File: src/rtl/parser_pkg.sv
// Shared types and constants for the parser rule configuration path.
// PARSER_CFG_READBACK_EN enables the rule readback window.
package parser_pkg;

    localparam int LAYER_NUM  = 4;
    localparam int RULE_NUM   = 8;
    localparam int CFG_ADDR_W = 8;
    localparam int CFG_DATA_W = 32;
    localparam int RULE_WORDS = 8;
    localparam int RULE_W     = 231;
    localparam int LAYER_W    = $clog2(LAYER_NUM);
    localparam int IDX_W      = $clog2(RULE_NUM);
    localparam int SLOT_W     = LAYER_W + IDX_W;

    localparam logic [CFG_ADDR_W-1:0] ADDR_CMD     = 8'h10;
    localparam logic [CFG_ADDR_W-1:0] ADDR_STATUS  = 8'h11;
    localparam logic [CFG_ADDR_W-1:0] ADDR_CNT     = 8'h12;
    localparam logic [CFG_ADDR_W-1:0] ADDR_ERR_CLR = 8'h13;
    localparam logic [CFG_ADDR_W-1:0] ADDR_RB_BASE = 8'h20;

    localparam logic [SLOT_W-1:0] SWEEP_LAST = SLOT_W'(LAYER_NUM * RULE_NUM - 1);

    typedef struct packed {
        logic              typeRule_valid;
        logic [RULE_W-2:0] body;
    } type_rule_t;

    typedef struct packed {
        logic [LAYER_W-1:0] layer;
        logic [IDX_W-1:0]   idx;
        logic               commit;
        logic               clear_all;
    } cfg_cmd_t;

    typedef enum logic [1:0] {
        IDLE,
        WRITE,
        SWEEP
    } cfg_state_e;

endpackage

File: src/rtl/parser_rule_cfg_ctrl.sv
// Host register file and sequencer loading rules into the parser tables.
// PARSER_CFG_READBACK_EN adds RO copies of the last written rule at 0x20-0x27.
module parser_rule_cfg_ctrl
    import parser_pkg::*;
(
    input  logic                  i_clk,
    input  logic                  i_rst,
    input  logic                  i_cfg_valid,
    input  logic                  i_cfg_wr,
    input  logic [CFG_ADDR_W-1:0] i_cfg_addr,
    input  logic [CFG_DATA_W-1:0] i_cfg_wdata,
    output logic                  o_cfg_rvalid,
    output logic [CFG_DATA_W-1:0] o_cfg_rdata,
    output logic                  o_rule_wr_valid,
    input  logic                  i_rule_wr_ready,
    output logic [LAYER_W-1:0]    o_rule_wr_layer,
    output logic [IDX_W-1:0]      o_rule_wr_idx,
    output type_rule_t            o_rule_wr_data,
    output logic                  o_busy
);

    typedef logic [RULE_WORDS-1:0][CFG_DATA_W-1:0] words_t;

    cfg_state_e            state_q, state_d;
    words_t                shadow_q, shadow_d;
    logic [LAYER_W-1:0]    layer_q, layer_d;
    logic [IDX_W-1:0]      idx_q, idx_d;
    logic [15:0]           cnt_q, cnt_d;
    logic                  err_busy_q, err_busy_d;
    logic                  err_addr_q, err_addr_d;
    logic                  err_cmd_q, err_cmd_d;
    logic                  rvalid_q, rvalid_d;
    logic [CFG_DATA_W-1:0] rdata_q, rdata_d;
`ifdef PARSER_CFG_READBACK_EN
    words_t                rb_q, rb_d;
`endif

    logic       busy;
    logic       accept;
    logic       is_shadow;
    logic       is_rb;
    logic       mapped;
    cfg_cmd_t   cmd;
    logic [RULE_W-1:0] rule_img;

    assign busy      = (state_q != IDLE);
    assign accept    = busy & i_rule_wr_ready;
    assign is_shadow = (i_cfg_addr[CFG_ADDR_W-1:3] == '0);
    assign cmd       = {i_cfg_wdata[1:0], i_cfg_wdata[4:2],
                        i_cfg_wdata[8], i_cfg_wdata[9]};
    assign rule_img  = (state_q == WRITE) ? shadow_q[RULE_W-1:0] : '0;

`ifdef PARSER_CFG_READBACK_EN
    assign is_rb = (i_cfg_addr[CFG_ADDR_W-1:3] == ADDR_RB_BASE[CFG_ADDR_W-1:3]);
`else
    assign is_rb = 1'b0;
`endif

    assign mapped = is_shadow | is_rb
                  | (i_cfg_addr[CFG_ADDR_W-1:2] == ADDR_CMD[CFG_ADDR_W-1:2]);

    always_comb begin
        state_d    = state_q;
        shadow_d   = shadow_q;
        layer_d    = layer_q;
        idx_d      = idx_q;
        cnt_d      = cnt_q;
        err_busy_d = err_busy_q;
        err_addr_d = err_addr_q;
        err_cmd_d  = err_cmd_q;
        rvalid_d   = 1'b0;
        rdata_d    = '0;
`ifdef PARSER_CFG_READBACK_EN
        rb_d       = rb_q;
        if (accept)
            rb_d = words_t'(rule_img);
`endif

        unique case (state_q)
            WRITE: begin
                if (i_rule_wr_ready) begin
                    state_d = IDLE;
                    cnt_d   = cnt_q + 16'd1;
                end
            end
            SWEEP: begin
                if (i_rule_wr_ready) begin
                    {layer_d, idx_d} = {layer_q, idx_q} + SLOT_W'(1);
                    if ({layer_q, idx_q} == SWEEP_LAST)
                        state_d = IDLE;
                end
            end
            default: ;
        endcase

        if (i_cfg_valid) begin
            if (!mapped)
                err_addr_d = 1'b1;
            if (!i_cfg_wr) begin
                rvalid_d = 1'b1;
                if (is_shadow)
                    rdata_d = shadow_q[i_cfg_addr[2:0]];
                else if (i_cfg_addr == ADDR_STATUS)
                    rdata_d = {28'd0, err_cmd_q, err_addr_q, err_busy_q, busy};
                else if (i_cfg_addr == ADDR_CNT)
                    rdata_d = {16'd0, cnt_q};
`ifdef PARSER_CFG_READBACK_EN
                else if (is_rb)
                    rdata_d = rb_q[i_cfg_addr[2:0]];
`endif
            end else if (busy && (is_shadow || i_cfg_addr == ADDR_CMD)) begin
                // shadow stays frozen while a write is in flight
                err_busy_d = 1'b1;
            end else if (is_shadow) begin
                shadow_d[i_cfg_addr[2:0]] = i_cfg_wdata;
            end else if (i_cfg_addr == ADDR_CMD) begin
                if (cmd.commit == cmd.clear_all) begin
                    err_cmd_d = 1'b1;
                end else if (cmd.commit) begin
                    state_d = WRITE;
                    layer_d = cmd.layer;
                    idx_d   = cmd.idx;
                end else begin
                    state_d = SWEEP;
                    layer_d = '0;
                    idx_d   = '0;
                end
            end else if (i_cfg_addr == ADDR_ERR_CLR) begin
                if (i_cfg_wdata[1]) err_busy_d = 1'b0;
                if (i_cfg_wdata[2]) err_addr_d = 1'b0;
                if (i_cfg_wdata[3]) err_cmd_d  = 1'b0;
            end
        end
    end

    always_ff @(posedge i_clk) begin
        if (i_rst) begin
            state_q    <= IDLE;
            shadow_q   <= '0;
            layer_q    <= '0;
            idx_q      <= '0;
            cnt_q      <= '0;
            err_busy_q <= 1'b0;
            err_addr_q <= 1'b0;
            err_cmd_q  <= 1'b0;
            rvalid_q   <= 1'b0;
            rdata_q    <= '0;
`ifdef PARSER_CFG_READBACK_EN
            rb_q       <= '0;
`endif
        end else begin
            state_q    <= state_d;
            shadow_q   <= shadow_d;
            layer_q    <= layer_d;
            idx_q      <= idx_d;
            cnt_q      <= cnt_d;
            err_busy_q <= err_busy_d;
            err_addr_q <= err_addr_d;
            err_cmd_q  <= err_cmd_d;
            rvalid_q   <= rvalid_d;
            rdata_q    <= rdata_d;
`ifdef PARSER_CFG_READBACK_EN
            rb_q       <= rb_d;
`endif
        end
    end

    assign o_cfg_rvalid    = rvalid_q;
    assign o_cfg_rdata     = rdata_q;
    assign o_rule_wr_valid = busy;
    assign o_busy          = busy;
    assign o_rule_wr_layer = layer_q;
    assign o_rule_wr_idx   = idx_q;
    assign o_rule_wr_data  = rule_img;

endmodule
File: config.mk
export PLATFORM = sky130hd
export DESIGN_NAME = parser_rule_cfg_ctrl
export DESIGN_NICKNAME = d
export VERILOG_FILES = /design/src/rtl/parser_pkg.sv /design/src/rtl/parser_rule_cfg_ctrl.sv
export SDC_FILE = /design/constraint.sdc
export NUM_CORES = 1
export LEC_CHECK = 0
export CORE_MARGIN = 10
export CORE_UTILIZATION = 50
export DETAILED_ROUTE_END_ITERATION = 16
export GPL_TIMING_DRIVEN = 0
export PLACE_DENSITY = 0.78
export SYNTH_ARGS = -nofsm -noshare
export SYNTH_HDL_FRONTEND = slang
export SYNTH_SLANG_ARGS = --single-unit
File: constraint.sdc
create_clock -name i_clk -period 4.15 [get_ports i_clk]
set_clock_uncertainty 0.15 [all_clocks]
set_input_delay 0.415 -clock i_clk [delete_from_list [all_inputs] [get_ports i_clk]]
set_output_delay 0.415 -clock i_clk [all_outputs]
set_load 0.01 [all_outputs]
---- Yosys cells after proc, flatten, opt, wreduce, memory -nomap -nowiden ----
Index checks and enable logic that the tools add are counted.
operators by class
  equal/unequal tests ..................... 12
  bitwise gates (word level) .............. 4
  muxes and demuxes ....................... 55
  $lt $le $gt $ge ......................... 2
  reduce and logical (&&, ||, !) cells .... 15
  add/sub/neg operators ................... 2
operator list
  operator                                                                 count
  256-bit bitwise mux                                                      1
  231-bit 2-to-1 mux                                                       1
  32-bit binary-select mux with 3-bit select                               1
  32-bit demux with 3-bit select                                           1
  32-bit 2-to-1 mux                                                        3
  2-bit 2-to-1 mux                                                         19
  8-bit by 5-bit == test with 1-bit output, second input constant          4
  16-bit 2-to-1 mux                                                        2
  3-bit 2-to-1 mux                                                         9
  1-bit 2-to-1 mux                                                         17
  16-bit by 1-bit adder with 16-bit output, second input constant          1
  2-bit nonzero test                                                       5
  7-bit AND reduction                                                      1
  6-bit by 3-bit == test with 1-bit output, second input constant          1
  2-bit by 1-bit inequality test with 1-bit output, second input constant  3
  6-bit AND reduction                                                      1
  5-bit by 1-bit adder with 5-bit output, second input constant            1
  5-bit == test, second input constant                                     1
  5-bit logical NOT                                                        1
  3-bit by 4-bit < comparator with 1-bit output, second input constant     1
  2-bit one-hot mux with 2 select lines                                    1
  4-bit AND reduction                                                      1
  3-bit by 1-bit >= comparator with 1-bit output, second input constant    1
  1-bit inverter                                                           3
  9 further kinds                                                          10
storage, ports and cells
  register bits ........................... 315

---- Logic depth before layout (Yosys ltp) ----
Gate-level depths: netlist of the first run.
  depth after elaboration ................. 10
  depth in mapped cells ................... 9

---- Worst setup path after synthesis of the first run ----
OpenSTA, ideal clock, no wires.
  path kind ............................... input-to-reg
  from .................................... in i_cfg_addr[5]
  to ...................................... reg shadow_q[228] (netlist bit)
  data required time ...................... 3.931 ns
  setup time .............................. 0.069 ns
  buffers on the path ..................... 2
  path slack .............................. 2.067 ns
  arrival time ............................ 1.864 ns
  stages on the path ...................... 6
  cells stage by stage .................... or4_1 buf_6 nor4_4 buf_6 nand2_1 a21oi_2
between the ends
  longest elaborated chain between the ends .. 5
  elaborated cells on any way between the ends .. 6
  those cells by class .................... 1 x eq/ne; 1 x bitwise; 4 x reduce/logical
ends and longest elaborated chain
  element                                                                        RTL line                                                 RTL
  start, declared                                                                parser_rule_cfg_ctrl.sv:10                               input logic [CFG_ADDR_W-1:0] i_cfg_addr,
  8-bit by 5-bit == test with 1-bit output or 5-bit logical NOT (tied branches)  parser_rule_cfg_ctrl.sv:111, parser_rule_cfg_ctrl.sv:48
  1-bit logical OR                                                               parser_rule_cfg_ctrl.sv:111                              end else if (busy && (is_shadow || i_cfg_addr == ADDR_CMD)) begin
  1-bit logical AND                                                              parser_rule_cfg_ctrl.sv:111
  1-bit inverter (no source line)                                                -
  4-bit AND reduction (no source line) (*)                                       -
  end signal, assigned                                                           parser_rule_cfg_ctrl.sv:153                              shadow_q <= shadow_d;
  end, declared                                                                  parser_rule_cfg_ctrl.sv:25                               words_t shadow_q, shadow_d;
Mark *: on every way between the ends. The rest lies on a longest branch, timed or not.
A chain may end at the register's enable or synchronous reset.

==> summary.json, run 1 <==
{
  "timing.critical_path.slowest_stage_cell": "sky130_fd_sc_hd__clkdlybuf4s50_1",
  "clk_root_buffer_cell": "sky130_fd_sc_hd__clkbuf_16",
  "cpLargestDelayFamily": "buffers and inverters",
  "ys_dominant_reg_cell": "sky130_fd_sc_hd__dfxtp_1",
  "antenna_found_initial": 1,
  "cts_tree": "done",
  "worst_setup_hold_path_clk_slew_ns": 0.06,
  "layout_commonest_cell": "sky130_fd_sc_hd__nand2_1",
  "arrival_ns": 3.44,
  "synth.cell_area_mm2": 0.0156,
  "fp.dieArea_mm2": 0.0388,
  "post-cts-setup-buffers": 0,
  "crit_top_cell": "sky130_fd_sc_hd__clkbuf_2",
  "slew-limit-headroom_pct": 39.7,
  "finalHoldViolCount": 0,
  "timing.hold.worst.class": "primary input to flip-flop",
  "crit_path_max_cell_delay_ns": 0.60,
  "timing.final.ws_setup_ns": 0.148,
  "tritoncts_buffer_count": 35,
  "clkSinkCount": 315,
  "peakVddDrop_uv": 255,
  "drt_pre_antenna_iters": 6,
  "report.final.setup_viol": 0,
  "final_nets": 2278,
  "critical_path.cell_chain": "inv_1 > ha_1 > clkbuf_2 > clkbuf_2 > clkbuf_1 > and2_1 > clkdlybuf4s50_1",
  "pre_cts_ws_ns": 0.298,
  "place.detailed.hpwl_um": 49000,
  "max_fanout_on_critical_path": 10,
  "i_o_pins": 316,
  "ys.warnings.count": 0,
  "period_utilization_post_route_pct": 96.4,
  "synth_xor_area_share_pct": 0.728,
  "achievable-frequency_ghz": 0.250,
  "synthAdderAreaFrac_pct": 0.480,
  "die_width_um": 197,
  "die_height_um": 197,
  "io_buffer_count": 283,
  "critical_path.n_buffers_inverters": 5,
  "reg2reg_depth": 9,
  "h-tree-depth": 2,
  "power.static_leakage_nw": 6.96,
  "synth_cell_types": 53,
  "post_syn_nets": 1958,
  "synthSimpleGateAreaFrac_pct": 27.4,
  "synth_seq_cells": 315,
  "drt_iter0_drc": 2012,
  "crit-reg2reg-capture": "shadow_q[38]$_SDFFE_PP0P_",
  "ant_nets": 0,
  "post_drt_wl_per_cell_um": 24.7,
  "synth.top_cells.by_area": "sky130_fd_sc_hd__dfxtp_1 (40%), sky130_fd_sc_hd__nand2_1 (9.6%), sky130_fd_sc_hd__and2_1 (9.5%), sky130_fd_sc_hd__mux2i_1 (6.0%), sky130_fd_sc_hd__a21oi_1 (5.5%)",
  "placementRows": 64,
  "ys_seq_area_share_pct": 40.3,
  "least_margin_pin_slew_ns": 0.905,
  "critical_path_class": "flip-flop to primary output",
  "routabilityCongestion": 0.978,
  "synth_edf_count": 0,
  "timing.hold.worst.start": "i_cfg_wdata[14]",
  "insertion_delay_ns": 0.53,
  "initial_utilization_pct": 50.9,
  "clk_path_buf_depth": 3,
  "grt_setup_unrepaired": "no",
  "async_flop_share_pct": 0,
  "end_point_of_the_most_critical_hold_path": "shadow_q[46]$_SDFFE_PP0P_",
  "core_mm2": 0.0307,
  "global_route.overflow_total": 0,
  "fill_cells": 2631,
  "slew_violations": 0,
  "drc": 0,
  "via_count_of_the_first_global_routing_pass": 15800,
  "layout_min_cycle_time_ns": 4.00,
  "min_path_cells": 3,
  "power_density_mw_per_mm2": 317,
  "synth_cells": 1907,
  "critical_path.reg2reg.startpoint": "state_q[1]$_SDFF_PP0_",
  "tns_ns": 0,
  "cp-end-kind": "primary output",
  "drive_gt1_share_pct": 9.79,
  "synthesis.area_per_instance_um2": 8.21,
  "final_routed_wirelength_across_all_metal_layers_um": 65400,
  "grt_max_degree": 15,
  "synth_top_area_cell": "sky130_fd_sc_hd__dfxtp_1",
  "muxShareOfSynthArea_pct": 9.54,
  "cap_viol_max_count": 0,
  "yosysTopAreaCellShare_pct": 40.3,
  "run_status": "finished clean",
  "mostFrequentLayoutCells": "sky130_fd_sc_hd__nand2_1 (402), sky130_fd_sc_hd__dfxtp_1 (315), sky130_fd_sc_hd__clkdlybuf4s50_1 (283)",
  "synth_compound_area_share_pct": 15.9,
  "grt_pass1_wl_um": 96400,
  "critPathLaunchType": "flip-flop",
  "grt_util_all_layers_pct": 32.3,
  "detailroute.via_count": 15900,
  "hold_buf_cts": 0,
  "layout-area-overhead-vs-synth_pct": 28.1,
  "timing.critical_path.required_ns": 3.59,
  "combinational_family_with_the_most_area_after_synthesis": "simple AND/OR/NAND/NOR gates",
  "avgViaCountPerCell": 6.00,
  "regToRegSetupSlack_ns": 1.38
}
[stage by stage]
step           total power [mW]  instance area (um^2)  hold slack, ns  utilization [%]  std cells
2_1_floorplan              3.29                 15600           0.278                -       1907
3_3_place_gp               3.43                 19000           0.285             61.7       2586
5_1_grt                    6.46                 20000          0.0653             65.2       2645
6_report                   6.34                 20000          0.0630             65.2       2645
3_5_place_dp               3.44                 19000           0.294             61.7       2586
4_1_cts                    6.31                 20000          0.0564             65.2       2644
[cells in the mapped netlist (39+ instances only)]
library cell and number:
sky130_fd_sc_hd__mux2_2 45, sky130_fd_sc_hd__clkbuf_1 118, sky130_fd_sc_hd__nand2b_1 81, sky130_fd_sc_hd__buf_2 62, sky130_fd_sc_hd__a21oi_2 41, sky130_fd_sc_hd__mux2i_1 94
sky130_fd_sc_hd__a22oi_1 39, sky130_fd_sc_hd__and2_1 237, sky130_fd_sc_hd__nor2_1 59, sky130_fd_sc_hd__dfxtp_1 315, sky130_fd_sc_hd__a21oi_1 171, sky130_fd_sc_hd__nand2_1 402
[area by class of cell]
type,count,area [um^2],share of cell area (%)
clock inverters,12,68.8,0.343
plain buffers,193,866,4.32
diodes,1,2.50,0.0125
multi-input cells,1392,8450,42.2
flip-flops and latches,315,6310,31.5
clock buffers,46,987,4.93
well taps,396,495,2.47
inverters,7,26.3,0.131
repair buffers,283,2830,14.1
[where the power goes]
| part | internal [mW] | leakage (nW) | switching (mW) |
|---|---|---|---|
| Clock | 1.67 | 0.526 | 1.29 |
| Sequential | 3.03 | 2.54 | 0.00205 |
| Combinational | 0.0860 | 3.90 | 0.273 |
| Total | 4.78 | 6.96 | 1.56 |
[worst max path at each step]
stage	cells past startpoint	start	slack, ns	end
after global routing	7	state_q[1]$_SDFF_PP0_	0.08	o_rule_wr_data[223]
after floorplan	6	i_cfg_addr[5]	2.07	shadow_q[228]$_SDFFE_PP0P_
after detailed placement	7	state_q[1]$_SDFF_PP0_	0.30	o_rule_wr_data[223]
after CTS	7	state_q[1]$_SDFF_PP0_	0.01	o_rule_wr_data[63]
final	7	state_q[1]$_SDFF_PP0_	0.15	o_rule_wr_data[223]
after global placement	7	state_q[1]$_SDFF_PP0_	0.36	o_rule_wr_data[63]
[state kept, by name, indices dropped and copies added (netlist names)]
signal / flops
shadow_q: 256
o_cfg_rdata: 32
cnt_q: 16
o_rule_wr_idx: 3
o_rule_wr_layer: 2
state_q: 2
err_addr_q: 1
err_busy_q: 1
err_cmd_q: 1
o_cfg_rvalid: 1
[per-layer routing]
metal / vias to the layer above / routed length (um) / global-route usage (%)
met3: 251 / 7400 / 7.39
met2: 1095 / 29200 / 51.8
met5: - / 0 / 0
li1: 7055 / - / -
met4: 0 / 3920 / 17.9
met1: 7464 / 24900 / 39.5
[tightest hold or removal path: cells and delay by family]
family	cells	cell delay [ns]
AND/OR/NAND/NOR	1	0.07
buffers and inverters	1	0.15
AO/OA/AOI/OAI	1	0.05
[cell families after synthesis]
family / after synthesis
DFF: 315
xor gates and xnor gates: 13
muxes: 141
and+or+nand+nor: 861
adders and majority gates: 6
buffers and inverters: 200
AOI/OAI and AO/OA: 371
[timing repair]
item                       4_1_cts  5_1_grt
hold endpoints to repair         0        0
setup endpoints to repair       71       52
resized for setup                2        2
Note: power is estimated with default switching activity, not from simulation.
==> run 2: changes to the inputs <==
--- a/config.mk
+++ b/config.mk
@@ -10,6 +10,7 @@
 export DETAILED_ROUTE_END_ITERATION = 16
 export GPL_TIMING_DRIVEN = 0
 export PLACE_DENSITY = 0.78
+export SKIP_LAST_GASP = 1
 export SYNTH_ARGS = -nofsm -noshare
 export SYNTH_HDL_FRONTEND = slang
 export SYNTH_SLANG_ARGS = --single-unit
==> results of run 2 <==
Same layout as run 1: the final DEF is identical, and so are final timing and power.
